<file path="config.mk">
export PLATFORM = sky130hd
export DESIGN_NAME = if_stage_flat
export DESIGN_NICKNAME = d
export VERILOG_FILES = /design/src/rtl/if_stage_pkg.sv /design/src/rtl/if_stage_if.sv /design/src/rtl/if_hold_buf.sv /design/src/rtl/if_stage.sv /design/src/flat_wrapper.sv
export SDC_FILE = /design/constraint.sdc
export NUM_CORES = 1
export LEC_CHECK = 0
export ABC_AREA = 1
export ABC_CLOCK_PERIOD_IN_PS = 7200
export CORE_ASPECT_RATIO = 0.9
export CORE_MARGIN = 1.5
export CORE_UTILIZATION = 53
export CTS_CLUSTER_SIZE = 12
export DETAILED_ROUTE_END_ITERATION = 16
export PLACE_DENSITY_LB_ADDON = 0.05
export SYNTH_ARGS = -nofsm -noshare
export SYNTH_HDL_FRONTEND = slang
export SYNTH_SLANG_ARGS = --single-unit
export TNS_END_PERCENT = 100
</file>
<file path="constraint.sdc">
create_clock -name clk -period 7.2 [get_ports clk]
set_input_delay 1.44 -clock clk [delete_from_list [all_inputs] [get_ports clk]]
set_output_delay 1.44 -clock clk [all_outputs]
set_load 0.02 [all_outputs]
</file>
<file path="src/rtl/if_stage_pkg.sv">
// Shared types and constants for the instruction-fetch stage.
package if_stage_pkg;

    localparam int PC_W      = 30;
    localparam int IF_DATA_W = 62;

    // sll $0,$0,0 encodes as all zeroes, so a bubble is simply zero data.
    localparam logic [31:0] NOP = 32'h0000_0000;

    typedef enum logic [1:0] {
        FETCH = 2'd0,
        HOLD  = 2'd1,
        DROP  = 2'd2
    } if_state_e;

    // Word PC increment; wraps naturally at 30 bits.
    function automatic logic [PC_W-1:0] pc_inc(input logic [PC_W-1:0] pc);
        return pc + 30'd1;
    endfunction

endpackage

</file>
<file path="src/rtl/if_stage_if.sv">
// Instruction-memory fetch bus: req/addr from the fetch stage, rdy/rdata from memory.
interface if_stage_if;

    logic        imem_req;
    logic [29:0] imem_addr;
    logic        imem_rdy;
    logic [31:0] imem_rdata;

    modport master (
        output imem_req,
        output imem_addr,
        input  imem_rdy,
        input  imem_rdata
    );

    modport slave (
        input  imem_req,
        input  imem_addr,
        output imem_rdy,
        output imem_rdata
    );

endinterface

</file>
<file path="src/rtl/if_hold_buf.sv">
// One-entry holding buffer for a fetch that completes while decode is stalled.
module if_hold_buf
    import if_stage_pkg::*;
(
    input  logic                 clk,
    input  logic                 rst,
    input  logic                 load,
    input  logic                 clear,
    input  logic [IF_DATA_W-1:0] din,
    output logic [IF_DATA_W-1:0] dout,
    output logic                 valid
);

    logic [IF_DATA_W-1:0] data_r;
    logic                 valid_r;

    // Load wins over clear; the fetch controller never asserts both.
    always_ff @(posedge clk or posedge rst) begin
        if (rst) begin
            data_r  <= {IF_DATA_W{1'b0}};
            valid_r <= 1'b0;
        end else if (load) begin
            data_r  <= din;
            valid_r <= 1'b1;
        end else if (clear) begin
            data_r  <= {IF_DATA_W{1'b0}};
            valid_r <= 1'b0;
        end
    end

    assign dout  = data_r;
    assign valid = valid_r;

endmodule

</file>
<file path="src/rtl/if_stage.sv">
// Instruction-fetch stage: word PC, req/rdy imem fetch, IF/ID register with stall/flush/redirect.
// Define IF_PERF_CNT_EN to add the perf_fetch_cnt / perf_wait_cnt outputs.
module if_stage
    import if_stage_pkg::*;
#(
    parameter logic [PC_W-1:0] RESET_PC = 30'h0000_0C00,
    parameter logic [PC_W-1:0] EXC_PC   = 30'h0000_1060
) (
    input  logic                 clk,
    input  logic                 rst,
    input  logic                 IF_STALL,
    input  logic                 IF_FLUSH,
    input  logic                 redirect_valid,
    input  logic [PC_W-1:0]      redirect_pc,
    input  logic                 exc_valid,
    if_stage_if.master           imem,
    output logic [IF_DATA_W-1:0] o_ID_DATA,
    output logic                 o_ID_valid,
    output logic [PC_W-1:0]      o_pc
`ifdef IF_PERF_CNT_EN
    ,
    output logic [31:0]          perf_fetch_cnt,
    output logic [31:0]          perf_wait_cnt
`endif
);

    localparam logic [IF_DATA_W-1:0] BUBBLE = {30'h0000_0000, NOP};

    if_state_e            state_r;
    logic [PC_W-1:0]      pc_r;
    logic [PC_W-1:0]      pc_next_r;
    logic [IF_DATA_W-1:0] id_data_r;
    logic                 id_valid_r;

    logic [PC_W-1:0]      pc_inc_s;
    logic [PC_W-1:0]      target_s;
    logic                 req_s;
    logic                 xfer_s;
    logic                 redir_s;
    logic                 buf_load_s;
    logic                 buf_clear_s;
    logic [IF_DATA_W-1:0] buf_data_s;
    logic                 buf_valid_s;

    // Request is a decode of the state register, forced low while reset is held.
    assign req_s    = ~rst & ((state_r == FETCH) | (state_r == DROP));
    assign xfer_s   = req_s & imem.imem_rdy;
    assign redir_s  = exc_valid | redirect_valid;
    assign target_s = exc_valid ? EXC_PC : redirect_pc;
    assign pc_inc_s = pc_inc(pc_r);

    assign imem.imem_req  = req_s;
    assign imem.imem_addr = pc_r;
    assign o_ID_DATA      = id_data_r;
    assign o_ID_valid     = id_valid_r;
    assign o_pc           = pc_r;

    // Buffer control: redirects and flushes empty it, a stalled transfer fills it.
    always_comb begin
        buf_load_s  = 1'b0;
        buf_clear_s = 1'b0;
        if (redir_s | IF_FLUSH) begin
            buf_clear_s = 1'b1;
        end else if ((state_r == FETCH) && xfer_s && IF_STALL) begin
            buf_load_s = 1'b1;
        end else if ((state_r == HOLD) && !IF_STALL) begin
            buf_clear_s = 1'b1;
        end else begin
            buf_load_s  = 1'b0;
            buf_clear_s = 1'b0;
        end
    end

    if_hold_buf u_hold_buf (
        .clk   (clk),
        .rst   (rst),
        .load  (buf_load_s),
        .clear (buf_clear_s),
        .din   ({pc_inc_s, imem.imem_rdata}),
        .dout  (buf_data_s),
        .valid (buf_valid_s)
    );

    // Fetch FSM with PC and IF/ID register.
    always_ff @(posedge clk or posedge rst) begin
        if (rst) begin
            state_r    <= FETCH;
            pc_r       <= RESET_PC;
            pc_next_r  <= {PC_W{1'b0}};
            id_data_r  <= BUBBLE;
            id_valid_r <= 1'b0;
        end else begin
            case (state_r)
                FETCH: begin
                    if (redir_s) begin
                        id_data_r  <= BUBBLE;
                        id_valid_r <= 1'b0;
                        // An in-flight request must complete at its old address first.
                        if (xfer_s) begin
                            pc_r <= target_s;
                        end else begin
                            pc_next_r <= target_s;
                            state_r   <= DROP;
                        end
                    end else if (IF_FLUSH) begin
                        id_data_r  <= BUBBLE;
                        id_valid_r <= 1'b0;
                        if (xfer_s) begin
                            pc_r <= pc_inc_s;
                        end
                    end else if (xfer_s) begin
                        pc_r <= pc_inc_s;
                        if (IF_STALL) begin
                            state_r <= HOLD;
                        end else begin
                            id_data_r  <= {pc_inc_s, imem.imem_rdata};
                            id_valid_r <= 1'b1;
                        end
                    end else if (!IF_STALL) begin
                        id_data_r  <= BUBBLE;
                        id_valid_r <= 1'b0;
                    end
                end
                HOLD: begin
                    if (redir_s) begin
                        id_data_r  <= BUBBLE;
                        id_valid_r <= 1'b0;
                        pc_r       <= target_s;
                        state_r    <= FETCH;
                    end else if (IF_FLUSH) begin
                        id_data_r  <= BUBBLE;
                        id_valid_r <= 1'b0;
                        state_r    <= FETCH;
                    end else if (!IF_STALL) begin
                        id_data_r  <= buf_data_s;
                        id_valid_r <= buf_valid_s;
                        state_r    <= FETCH;
                    end
                end
                DROP: begin
                    if (redir_s) begin
                        id_data_r  <= BUBBLE;
                        id_valid_r <= 1'b0;
                        if (xfer_s) begin
                            pc_r    <= target_s;
                            state_r <= FETCH;
                        end else begin
                            pc_next_r <= target_s;
                        end
                    end else begin
                        if (IF_FLUSH) begin
                            id_data_r  <= BUBBLE;
                            id_valid_r <= 1'b0;
                        end
                        if (xfer_s) begin
                            pc_r    <= pc_next_r;
                            state_r <= FETCH;
                        end
                    end
                end
                default: begin
                    state_r    <= FETCH;
                    id_data_r  <= BUBBLE;
                    id_valid_r <= 1'b0;
                end
            endcase
        end
    end

`ifdef IF_PERF_CNT_EN
    logic [31:0] fetch_cnt_r;
    logic [31:0] wait_cnt_r;

    // Useful fetches exclude transfers squashed by a same-cycle redirect or flush.
    always_ff @(posedge clk or posedge rst) begin
        if (rst) begin
            fetch_cnt_r <= 32'd0;
            wait_cnt_r  <= 32'd0;
        end else begin
            if (xfer_s && (state_r == FETCH) && !redir_s && !IF_FLUSH) begin
                fetch_cnt_r <= fetch_cnt_r + 32'd1;
            end
            if (req_s && !imem.imem_rdy) begin
                wait_cnt_r <= wait_cnt_r + 32'd1;
            end
        end
    end

    assign perf_fetch_cnt = fetch_cnt_r;
    assign perf_wait_cnt  = wait_cnt_r;
`endif

endmodule

</file>
<file path="src/flat_wrapper.sv">
// flat-port wrapper written by rule: the top's interface ports become plain ports
module if_stage_flat import if_stage_pkg::*;
#(
    parameter logic [PC_W-1:0] RESET_PC = 30'h0000_0C00,
    parameter logic [PC_W-1:0] EXC_PC   = 30'h0000_1060
)
  (clk, rst, IF_STALL, IF_FLUSH, redirect_valid, redirect_pc, exc_valid, o_ID_DATA, o_ID_valid, o_pc, imem_imem_req, imem_imem_addr, imem_imem_rdy, imem_imem_rdata);
  if_stage_if imem_i ();
  input  logic clk;
  input  logic rst;
  input  logic IF_STALL;
  input  logic IF_FLUSH;
  input  logic redirect_valid;
  input  logic [PC_W-1:0] redirect_pc;
  input  logic exc_valid;
  output logic [IF_DATA_W-1:0] o_ID_DATA;
  output logic o_ID_valid;
  output logic [PC_W-1:0] o_pc;
  output wire logic [$bits(imem_i.imem_req)-1:0] imem_imem_req;
  output wire logic [$bits(imem_i.imem_addr)-1:0] imem_imem_addr;
  input wire logic [$bits(imem_i.imem_rdy)-1:0] imem_imem_rdy;
  input wire logic [$bits(imem_i.imem_rdata)-1:0] imem_imem_rdata;
  assign imem_imem_req = imem_i.imem_req;
  assign imem_imem_addr = imem_i.imem_addr;
  assign imem_i.imem_rdy = imem_imem_rdy;
  assign imem_i.imem_rdata = imem_imem_rdata;
  if_stage #(.RESET_PC(RESET_PC), .EXC_PC(EXC_PC)) u_core (.clk(clk), .rst(rst), .IF_STALL(IF_STALL), .IF_FLUSH(IF_FLUSH), .redirect_valid(redirect_valid), .redirect_pc(redirect_pc), .exc_valid(exc_valid), .imem(imem_i), .o_ID_DATA(o_ID_DATA), .o_ID_valid(o_ID_valid), .o_pc(o_pc));
endmodule
</file>
==> impl_metrics.env <==
export IMPL_status="complete, no violations"
export IMPL_syn_avg_cell_area_sq_um=7.02
export IMPL_leakagePower_nw=6.24
export IMPL_crit_type="input port to output pin"
export IMPL_finalSetupViolations=0
export IMPL_cp_required_ns=5.76
export IMPL_post_cts_resized=0
export IMPL_die_area_sq_um=20800
export IMPL_synth_seq_cells=188
export IMPL_grt_max_degree=97
export IMPL_place_port_buffers=192
export IMPL_regToRegSetupSlack_ns=3.75
export IMPL_vdd_drop_max_mv=0.248
export IMPL_hold_violations=0
export IMPL_dpl_hpwl_um=20200
export IMPL_antenna_left=0
export IMPL_io_pins=193
export IMPL_yosys_area_top_type="dfrtp_1"
export IMPL_maxCapViolCount=0
export IMPL_cts_setup_buffers=0
export IMPL_fmax_ghz=0.226
export IMPL_drc=0
export IMPL_via_count=10400
export IMPL_synth_top_area_share_pct=44.0
export IMPL_clk_pin_slew_ns=0.07
export IMPL_nets=1684
export IMPL_place_congestion=0.914
export IMPL_drtPass1Iterations=7
export IMPL_synth_seq_area_share_pct=44.5
export IMPL_cp_max_fo=5
export IMPL_drt_iter0_drc=1094
export IMPL_multiInputGateArea_sq_um=4900
export IMPL_power_mw=4.57
export IMPL_clock_path_buffers=2
export IMPL_synth_cell_types=31
export IMPL_diodes=0
export IMPL_initial_core_util_pct=54.7
export IMPL_report_final_slew_viol_count=0
export IMPL_core_region_area_sq_um=19300
export IMPL_synthTopCellsByArea="dfrtp_1 (44%), nand2_1 (21%), nand3_1 (9.3%)"
export IMPL_worst_pin_slew_ns=1.19
export IMPL_arrival_ns=2.99
export IMPL_synth_fp_nets=1580
export IMPL_startpoint_type="input port"
export IMPL_n_fill_cell=1703
export IMPL_fin_tns_setup_ns=0
export IMPL_clk_latency_ns=0.44
export IMPL_die_height_um=137
export IMPL_rsz0062_at_grt="false"
export IMPL_track_usage_pct=30.3
export IMPL_syn_area_sq_um=10600
export IMPL_period_minus_slack_ns=4.43
export IMPL_ctsHoldBuffers=0
export IMPL_power_density_nw_per_um2=354
export IMPL_grt_pass1_wl_um=50300
export IMPL_drive_above_1_share_pct=4.07
export IMPL_clock_sink_count=188
export IMPL_yosysWarnings=0
export IMPL_hp_class="flop to flop"
export IMPL_end_kind="output pin"
export IMPL_ff_latch_area_sq_um=4710
export IMPL_min_period_over_period_pct=61.6
export IMPL_final_setup_skew_ns=0.0134
export IMPL_wl_per_cell_um=16.6
export IMPL_grt_ovfl_total=0
export IMPL_avgViaCountPerCell=5.56
export IMPL_wirelength_um=31000
export IMPL_syn_inst=1506
export IMPL_cts_root_buf="clkbuf_16"
export IMPL_slew_headroom_pct=20.7
export IMPL_areaGrowthSynthToFinish_pct=22.3
export IMPL_cts_made_buffers=17
export IMPL_h_tree_depth=4
export IMPL_antenna_found_initial=0
export IMPL_die_w_um=152
export IMPL_cts_tree="yes"
export IMPL_fp_row_count=48
export IMPL_grt_pass1_vias=9610
-- critical path: stages --
cell             delay (ns)
clkdlybuf4s50_1        0.51
nor2_1                 0.36
clkdlybuf4s50_1        0.68
-- final cells by class --
type	count	share of cell area, %
Multi-Input combinational cell	1096	37.9
Sequential cell	188	36.4
Timing Repair Buffer	206	15.6
Clock buffer	18	3.32
Inverter	101	2.97
Tap cell	250	2.42
Clock inverter	14	1.39
-- flip-flops by register name, summed over array words and instances, names as in the netlist --
signal and flops:
u_core.o_ID_DATA 62, u_core.u_hold_buf.dout 62, u_core.imem.imem_addr 30, u_core.pc_next_r 30
u_core.state_r 2, u_core.o_ID_valid 1, u_core.u_hold_buf.valid 1
-- final timing paths --
kind,start,endpoint,cells after the start
min in group asynchronous,rst,u_core.pc_next_r[17],2
worst min-delay path,u_core.o_ID_DATA[34],u_core.o_ID_DATA[34],2
worst max register to register,u_core.state_r[1],u_core.o_ID_DATA[7],8
worst min register to register,u_core.o_ID_DATA[34],u_core.o_ID_DATA[34],2
worst max-delay path,rst,imem_imem_req,3
max in group asynchronous,rst,u_core.u_hold_buf.dout[25],4
-- stage by stage --
step	hold WS [ns]	cells	area (sq um)	setup slack [ns]	utilization (%)
after floorplan	0.450	1506	10600	0.0868	-
after CTS	0.487	1873	12900	2.77	66.9
after global placement	0.466	1841	12300	2.62	63.7
after global routing	0.502	1873	12900	2.70	66.9
after detailed placement	0.469	1841	12300	2.55	63.7
final	0.485	1873	12900	2.77	66.9
-- layer usage --
metal | wire length [um] | global-route usage, % | up-vias
met5 | 0 | 0 | -
met2 | 14200 | 47.8 | 398
li1 | - | - | 5040
met4 | 905 | 11.3 | 0
met3 | 2280 | 4.53 | 64
met1 | 13600 | 42.5 | 4921
-- synthesized netlist by cell type, drive strengths merged --
master and n:
a31oi 3, a22oi 37, nor3 1, o22ai 8, nand4 1, a21oi 25
and2 1, nand3 197, nor2 64, dfstp 2, inv 101, ha 5
buf 65, xor2 3, nand2 602, clkbuf 56, o31ai 1, dfrtp 186
o21ai 148
-- cell usage in the layout (no fill, tap or decap), drive strengths merged, types with 8 or more instances in the layout --
cell	n
nand2	602
nand3	197
clkdlybuf4s50	191
dfrtp	186
o21ai	148
inv	106
nor2	64
a22oi	37
a21oi	25
clkbuf	18
buf	15
o22ai	8
-- report_power, final --
part | switching, mW | internal, mW | total (mW)
clock network | 0.469 | 0.500 | 0.969
logic | 1.37 | 0.761 | 2.13
registers | 0.239 | 1.23 | 1.47
-- cells by family after synthesis --
| group | count (synthesis) | synth area share (%) |
|---|---|---|
| XOR/XNOR | 3 | 0.248 |
| adder cells (fa/ha/maj) | 5 | 0.592 |
| AO/OA/AOI/OAI | 222 | 11.6 |
| AND/OR/NAND/NOR | 866 | 33.5 |
| buffers and inverters | 222 | 9.51 |
| flip-flops | 188 | 44.5 |
Note: power is estimated with default switching activity, not from simulation.
